[config.mk]
export PLATFORM = sky130hd
export DESIGN_NAME = pipelined_barrel_shifter
export DESIGN_NICKNAME = d
export VERILOG_FILES = /design/src/rtl/pipelined_barrel_shifter.sv
export SDC_FILE = /design/constraint.sdc
export NUM_CORES = 1
export LEC_CHECK = 0
export BUFFER_PORTS_ARGS = -buffer_cell sky130_fd_sc_hd__buf_2
export CAP_MARGIN = 0
export CORE_MARGIN = 10
export CORE_UTILIZATION = 25
export CTS_BUF_LIST = sky130_fd_sc_hd__clkbuf_8
export DETAILED_ROUTE_END_ITERATION = 12
export PLACE_DENSITY = 0.44
export SLEW_MARGIN = 0
export SYNTH_ARGS = -nofsm -noshare
export SYNTH_HDL_FRONTEND = slang
export SYNTH_SLANG_ARGS = --single-unit
export TNS_END_PERCENT = 1
[constraint.sdc]
create_clock -name CLK -period 2.29 [get_ports CLK]
set_input_delay 0.687 -clock CLK [delete_from_list [all_inputs] [get_ports CLK]]
set_output_delay 0.687 -clock CLK [all_outputs]
set_load 0.01 [all_outputs]
[src/rtl/pipelined_barrel_shifter.sv]
// Pipelined barrel shifter: one mux stage per shift-amount bit,
// valid/ready handshake with bubble-collapsing backpressure.
module pipelined_barrel_shifter #(
  parameter int WIDTH = 16,
  parameter int LOG2W = 4
) (
  input  logic             CLK,
  input  logic             RESETN,
  input  logic             in_valid,
  output logic             in_ready,
  input  logic [WIDTH-1:0] I,
  input  logic [LOG2W-1:0] S,
  input  logic [1:0]       MODE,
  output logic             out_valid,
  input  logic             out_ready,
  output logic [WIDTH-1:0] O,
  output logic             busy
);

  typedef enum logic [1:0] {
    LSL = 2'b00,
    LSR = 2'b01,
    ASR = 2'b10,
    ROR = 2'b11
  } mode_e;

  function automatic logic [WIDTH-1:0] step(
    input logic [WIDTH-1:0] d,
    input logic [1:0]       md,
    input int               n
  );
    logic [WIDTH-1:0] r;
    r = d;
    unique case (mode_e'(md))
      LSL: r = d << n;
      LSR: r = d >> n;
      ASR: r = WIDTH'($signed(d) >>> n);
      ROR: r = (d >> n) | (d << (WIDTH - n));
    endcase
    return r;
  endfunction

  logic [LOG2W-1:0] vld;
  logic [WIDTH-1:0] data [LOG2W];
  logic [1:0]       md   [LOG2W];
  logic [LOG2W-1:0] amt  [LOG2W];

  logic [LOG2W-1:0] rdy;
  logic [LOG2W-1:0] src_v;
  logic [WIDTH-1:0] src_d [LOG2W];
  logic [1:0]       src_m [LOG2W];
  logic [LOG2W-1:0] src_a [LOG2W];
  logic [WIDTH-1:0] stp   [LOG2W];

  logic [LOG2W-1:0] unused_amt;
  logic [1:0]       unused_md;

  for (genvar k = 0; k < LOG2W; k++) begin : g_stage
    // stage k frees up if it or any later stage is empty
    assign rdy[k] = out_ready | ~(&vld[LOG2W-1:k]);
    if (k == 0) begin : g_head
      assign src_v[k] = in_valid;
      assign src_d[k] = I;
      assign src_m[k] = MODE;
      assign src_a[k] = S;
    end else begin : g_body
      assign src_v[k] = vld[k-1];
      assign src_d[k] = data[k-1];
      assign src_m[k] = md[k-1];
      assign src_a[k] = amt[k-1];
    end
    assign stp[k] = src_a[k][k] ? step(src_d[k], src_m[k], 1 << k)
                                : src_d[k];
    assign unused_amt[k] = ^amt[k];
  end

  assign unused_md = md[LOG2W-1];

  always_ff @(posedge CLK or negedge RESETN) begin
    if (!RESETN) begin
      vld <= '0;
      for (int k = 0; k < LOG2W; k++) begin
        data[k] <= '0;
        md[k]   <= '0;
        amt[k]  <= '0;
      end
    end else begin
      for (int k = 0; k < LOG2W; k++) begin
        if (rdy[k]) begin
          vld[k] <= src_v[k];
          if (src_v[k]) begin
            data[k] <= stp[k];
            md[k]   <= src_m[k];
            amt[k]  <= src_a[k];
          end
        end
      end
    end
  end

  assign in_ready  = rdy[0];
  assign out_valid = vld[LOG2W-1];
  assign O         = data[LOG2W-1];
  assign busy      = |vld;

endmodule
=== Word level (Yosys, flattened, before mapping) ===
Index checks and enable logic that the tools add are counted.

* Bits in registers: 86
* Bits in latches: 0
* RAM bits: 0
* ROM bits: 0
* Bits of input ports: 26
* Output and inout bits: 19
* Logic and storage cells: 58
* Memories kept: 0

* Add/sub/neg operators: 0
* Multiply operators: 0
* Div/mod/pow operators: 0
* Magnitude comparators: 0
* Equal/unequal tests: 12
* Shifts and indexed selects: 0
* Mux-type cells: 8
* Bitwise gates (word level): 12
* Reduce and logical (&&, ||, !) cells: 12

{| class="wikitable"
|+ Operators with widths
! operator !! number
|-
| 16-bit case mux with 4 select lines || 4
|-
| 16-bit 2-to-1 mux || 4
|-
| 2-bit equality test, second input constant || 8
|-
| 12-bit by 16-bit OR with 16-bit output || 1
|-
| 14-bit by 16-bit OR with 16-bit output || 1
|-
| 15-bit by 16-bit OR with 16-bit output || 1
|-
| 8-bit by 16-bit OR with 16-bit output || 1
|-
| 2-bit AND reduction || 5
|-
| 2-bit by 1-bit equality test with 1-bit output, second input constant || 4
|-
| 2-bit zero test || 4
|-
| 1-bit inverter || 4
|-
| 1-bit OR || 4
|-
| 4-bit AND reduction || 1
|-
| 4-bit OR reduction || 1
|-
| 3-bit AND reduction || 1
|}

=== Depth between registers and ports, before layout ===
Gate-level depths: netlist (run 1).

* Word-level depth: 4
* Gate-level depth with buffers: 5
* Mapped depth without buffers: 3

=== Worst setup path before layout (run 1) ===
No wires, ideal clock.

* Kind: input to output
* Start: in out_ready
* End: out in_ready
* Arrival: 1.221 ns
* Required time: 1.603 ns
* Path slack: 0.382 ns
* Stages on the path: 2
* Buffers on the path: 0
* Cells stage by stage: nand4b_4 > or2_2

* Cells in the longest elaborated chain, start to end: 1

{| class="wikitable"
|+ RTL lines
! element !! line !! source
|-
| start: declaration || 15 || <nowiki>input logic out_ready,</nowiki>
|-
| 1-bit OR || 60 || <nowiki>assign rdy[k] = out_ready | ~(&vld[LOG2W-1:k]);</nowiki>
|-
| end: declaration || 10 || <nowiki>output logic in_ready,</nowiki>
|}

Every way passes these cells.

=== Worst setup path in the final report (run 1) ===
* Start: reg vld[1]
* End: out busy

* Cells in the longest elaborated chain, start to end: 1

{| class="wikitable"
|+ RTL lines
! element !! line !! source
|-
| start: declaration || 43 || <nowiki>logic [LOG2W-1:0] vld;</nowiki>
|-
| start signal: indexed assignment || 90 || <nowiki>vld[k] <= src_v[k];</nowiki>
|-
| 4-bit OR reduction || 104 || <nowiki>assign busy = |vld;</nowiki>
|-
| end: declaration || 17 || <nowiki>output logic busy</nowiki>
|}

Every way passes these cells.

==> results of run 1 <==
[worst max-delay path by stage]
stage / start / endpoint / slack [ns] / cells after the start
6_report: vld[1] / busy / 0.12 / 2
3_3_place_gp: out_ready / in_ready / 0.14 / 4
4_1_cts: vld[3] / busy / 0.07 / 2
3_5_place_dp: out_ready / in_ready / 0.15 / 4
2_1_floorplan: out_ready / in_ready / 0.38 / 2
5_1_grt: vld[3] / busy / 0.03 / 2
[stage by stage]
stage / cells / setup WS [ns] / hold WS, ns
floorplan: 472 / 0.382 / 0.391
global placement: 701 / 0.143 / 0.473
detailed placement: 701 / 0.153 / 0.471
CTS: 717 / 0.0732 / 0.170
global route: 717 / 0.0348 / 0.177
finish: 717 / 0.117 / 0.182
[Yosys cell counts (2+ instances only)]
| master | instances |
|---|---|
| a211oi_1 | 2 |
| a21oi_1 | 24 |
| a221oi_1 | 5 |
| a22oi_1 | 8 |
| a2bb2oi_1 | 3 |
| a31oi_1 | 36 |
| and2_1 | 2 |
| and3_1 | 2 |
| buf_2 | 6 |
| buf_4 | 18 |
| buf_6 | 3 |
| clkbuf_1 | 34 |
| dfrtp_1 | 80 |
| inv_1 | 6 |
| mux2_2 | 43 |
| mux2_4 | 8 |
| mux2i_1 | 6 |
| nand2_1 | 12 |
| nand2b_1 | 3 |
| nand3_1 | 8 |
| nor2_1 | 36 |
| nor2b_1 | 4 |
| o211a_1 | 6 |
| o211ai_1 | 14 |
| o21ai_0 | 38 |
| o2bb2ai_1 | 16 |
| or3b_2 | 33 |
[worst reg2reg max path, cell delays in order, from the launching register on]
cell and delay [ns]:
dfrtp_1 0.82, mux2_2 0.42, a221oi_1 0.33, o2bb2ai_1 0.11
[state kept, by name (all words and copies together), names as in the netlist]
signal / count
data: 48
md: 6
vld: 4
amt: 6
O: 16
[per-layer routing]
metal  up-vias  wire length (um)
li1       1769                 -
met1      1763              5910
met2        66              5110
met3         8               472
met4         0               145
met5         -                 0
[kinds of logic (layout without fill, tap and decap cells)]
group / count (synthesis) / in the layout / synth area share
compound gates: 159 / 159 / 0.221
simple gates: 106 / 106 / 0.135
flops: 80 / 80 / 0.425
buf+inv: 69 / 80 / 0.0757
mux: 57 / 57 / 0.141
xor+xnor: 1 / 1 / 0.00186
[cell type report]
cell class | instances | area (um^2) | area share
clock buffers | 9 | 124 | 0.0236
flip-flops and latches | 80 | 2000 | 0.381
clock inverters | 7 | 101 | 0.0193
multi-input cells | 323 | 2350 | 0.448
well taps | 234 | 293 | 0.0557
inverters | 7 | 26.3 | 0.00500
repair buffers | 57 | 358 | 0.0681
[report_power, final]
part	switching, mW	leakage (nW)	internal, mW
Sequential	0.701	0.921	1.91
Combinational	0.869	1.08	1.01
Clock	0.570	0.106	0.623
Total	2.14	2.10	3.54
==> results.toml, run 1 <==
[outcome]
status = "completed"

[timing]
slew_headroom = 0.423
timing.final.crit_share = 0.949
fmax_mhz = 460
slew_violations = 0
worst_pin_slew_ns = 0.865
finalSetupViolCount = 0
setup_tns_ns = 0
finalHoldViolations = 0
min_period_ns = 2.17
grt_setup_unrepaired = "false"
finClkSkew_ns = 0.0156

[cells_and_area]
final_core_util = 0.282
diodes = 0
layout_commonest_cell = "dfrtp_1"
design_area_um2 = 5260
fin_nets = 504
area_delta_synth_final_pct = 11.6
drive_gt1_frac = 0.329
final_cell_mix = "80 x dfrtp_1, 43 x mux2_2, 43 x buf_2"
nFillCells = 2005

[yosys]
synth_area_um2 = 4710
syn-num-nets = 498
synth_area_per_cell_um2 = 9.98
synth_area_leader_cell = "dfrtp_1"
synthArstFlopShare = 1.00
yosysSeqAreaShare = 0.425
netlist_instances = 472
ys.flop_type = "dfrtp_1"
yosysTopAreaCellShare = 0.425
ys_types = 43
synth_edf_count = 0
synth_area_leaders = "dfrtp_1 42%, mux2_2 10%, or3b_2 6.1%, a31oi_1 4.8%, o21ai_0 4.0%"
ys_ff_latch = 80
yosys_warnings = 0

[global_route]
grt_use_met3 = 0.0300
grt_max_degree = 42
grt_pass1_vias = 3481
grt_pass1_wl_mm = 19.2
grtUsageMet2 = 0.143
met1_usage = 0.131
antenna_found_initial = 0
overflow = 0
top_usage_layer = "met2"
grt_util_all_layers = 0.0971

[floorplan]
dieArea_um2 = 24700
fp.coreArea_um2 = 18600
initial_core_util = 0.253
dieWidth_um = 157
die_h_um = 157
pin_count = 45
num_rows = 50

[worst_setup_path]
max_stage_delay_ns = 0.54
end_kind = "primary output"
rr_worst_depth = 3
critical_path.top_delay_family = "simple AND/OR/NAND/NOR gates"
critPathRequiredTime_ns = 1.60
critPathKind = "register to primary output"
reg2reg_to = "data[46]"
regToRegSetupSlack_ns = 0.49
path_buf_inv = 1
start_kind = "register"
crit_path_top_delay_cell = "or4_1"
r2r_start = "md[6]"
crit_arrival_ns = 1.49
path_max_fanout = 3
worstPathCellList = "or4_1 > buf_2"

[clocking]
cts_tree = "built"
htreeDepth = 3
postCtsSetupBuffers = 0
cts_buffer_depth = 2
cts_resized = 0
cts_buffers = 9
path_clk_slew_ns = 0.09
clock_sinks = 80
root_buffer = "clkbuf_8"
cts_hold_buf = 0
clk_latency_ns = 0.37

[drt]
dr.pass1.iters = 4
drt-vias-per-instance = 5.03
num_vias = 3606
drc = 0
routed_wl_mm = 11.6
drt-initial-drc-count = 137
wl_per_cell_um = 16.2
ant_nets = 0

[hold_path]
hp-class = "input port to async pin"

[power]
ir_worst_vdd_mv = 0.303
leakagePower_nw = 2.10
power_mw = 5.68
powerDensity_nw_per_um2 = 1080

[place]
gp_congestion = 0.790
dp_hpwl_mm = 8.62
place.port_buffers = 44
placedInstanceArea_um2 = 5030

[flow_run]
maxCapViolations = 0
No activity file was read; power rests on OpenSTA's default activity.
==> run 2, diff against run 1 <==
==> constraint.sdc (replaced) <==
create_clock -name CLK -period 2.3 [get_ports CLK]
set_input_delay 0.69 -clock CLK [delete_from_list [all_inputs] [get_ports CLK]]
set_output_delay 0.69 -clock CLK [all_outputs]
set_load 0.01 [all_outputs]
==> run 2 against run 1 <==
Effect of this change:
- worst setup slack improved by 0.0060 ns
- total power shrank 4.7%
- via count shrank 0.83%
- highest routed layer unchanged
- largest cell class unchanged
- critical path depth did not move
- clock-buffer cell count increased by 2
- sequential share of layout area increased by 0.38 points
- worst hold slack improved by 0.012 ns
- flip-flop and latch count did not move
- wire length is 1.1% higher
==> results.toml, run 2 (synthesis gave the netlist of run 1 again) <==
[floorplan]
num_rows = 50
die_h_um = 157
pin_count = 45
dieWidth_um = 157
fp.coreArea_um2 = 18600
dieArea_um2 = 24700
initial_core_util = 0.253

[timing]
finClkSkew_ns = 0.0103
fmax_mhz = 459
setup_tns_ns = 0
finalHoldViolations = 0
grt_setup_unrepaired = "false"
slew_violations = 0
worst_pin_slew_ns = 0.896
min_period_ns = 2.18
slew_headroom = 0.403
finalSetupViolCount = 0
timing.final.crit_share = 0.946

[flow_run]
maxCapViolations = 0

[clocking]
htreeDepth = 3
path_clk_slew_ns = 0.09
cts_resized = 0
root_buffer = "clkbuf_8"
cts_buffers = 9
cts_buffer_depth = 2
postCtsSetupBuffers = 0
clock_sinks = 80
cts_tree = "built"
cts_hold_buf = 0
clk_latency_ns = 0.36

[worst_setup_path]
regToRegSetupSlack_ns = 0.45
critPathRequiredTime_ns = 1.61
path_max_fanout = 3
reg2reg_to = "data[46]"
critPathKind = "register to primary output"
r2r_start = "md[6]"
rr_worst_depth = 3
end_kind = "primary output"
start_kind = "register"
crit_arrival_ns = 1.49

[place]
place.port_buffers = 44
dp_cells = 701
dp_hpwl_mm = 8.63
gp_congestion = 0.787

[global_route]
grt_util_all_layers = 0.0975
grt_pass1_wl_mm = 19.3
overflow = 0
antenna_found_initial = 0
grt_pass1_vias = 3477
grt_max_degree = 42

[cells_and_area]
diodes = 0
fin_nets = 504
regMostFlops = "data"
final_cell_mix = "80 x dfrtp_1, 43 x mux2_2, 43 x buf_2"
drive_gt1_frac = 0.326
stdcell_count = 716
largest_reg_flops = 48
nFillCells = 1994
layout_commonest_cell = "dfrtp_1"
area_delta_synth_final_pct = 10.5

[drt]
num_vias = 3576
drt-vias-per-instance = 4.99
routed_wl_mm = 11.8
dr.pass1.iters = 4
wl_per_cell_um = 16.4
drt-initial-drc-count = 194
ant_nets = 0
drc = 0

[power]
leakagePower_nw = 2.09
powerDensity_nw_per_um2 = 1040
ir_worst_vdd_mv = 0.323

[hold_path]
hp-class = "input port to async pin"

[outcome]
status = "completed"
==> run 2: cell count changes in the layout (fill, tap and decap cells not counted), sizes merged <==
| cell | before | now |
|---|---|---|
| clkinvlp | 2 | 1 |
| bufinv | 2 | 0 |
| clkbuf | 9 | 11 |
| inv | 8 | 7 |
| clkinv | 2 | 3 |
==> run 2: worst max-delay path by stage <==
stage | startpoint | end | slack (ns) | cells after the start
after CTS | vld[1] | busy | 0.09 | 2
after detailed placement | out_ready | in_ready | 0.16 | 4
after global routing | vld[0] | in_ready | 0.04 | 3
after floorplan | out_ready | in_ready | 0.39 | 2
after global placement | out_ready | in_ready | 0.15 | 4
final | vld[1] | busy | 0.12 | 2
==> run 2: worst max-delay path, cell delays in order, from the launching register on <==
cell     delay, ns
dfrtp_1       0.43
or4_1         0.54
buf_2         0.16
==> run 2: metal layers <==
layer / vias to the layer above / GRT usage / part of all wire
li1: 1750 / - / -
met1: 1752 / 0.134 / 0.50
met2: 65 / 0.141 / 0.44
met3: 9 / 0.0265 / 0.049
met4: 0 / 0.0396 / 0.013
met5: - / 0 / 0
==> run 2: cell type report <==
class	count	area [um^2]	area share
inverter	7	26.3	0.00505
clock buffer	11	151	0.0291
multi-input combinational	323	2350	0.452
clock inverter	4	21.3	0.00409
timing repair buffer	57	358	0.0688
tap	234	293	0.0563
sequential	80	2000	0.385
==> run 2: per-stage QoR <==
stage | utilization | hold slack [ns] | total power, mW | area (um^2) | setup WS, ns
final | 0.279 | 0.194 | 5.41 | 5200 | 0.123
after global routing | 0.279 | 0.194 | 5.82 | 5200 | 0.0417
after CTS | 0.279 | 0.189 | 5.48 | 5200 | 0.0919
after detailed placement | 0.270 | 0.470 | 4.52 | 5030 | 0.155
after global placement | 0.270 | 0.472 | 4.48 | 5030 | 0.146
after floorplan | - | 0.394 | 4.02 | 4710 | 0.386
==> run 2: report_power, final <==
group / internal (mW) / switching, mW
Sequential: 1.91 / 0.695
Clock: 0.437 / 0.504
Combinational: 1.00 / 0.869
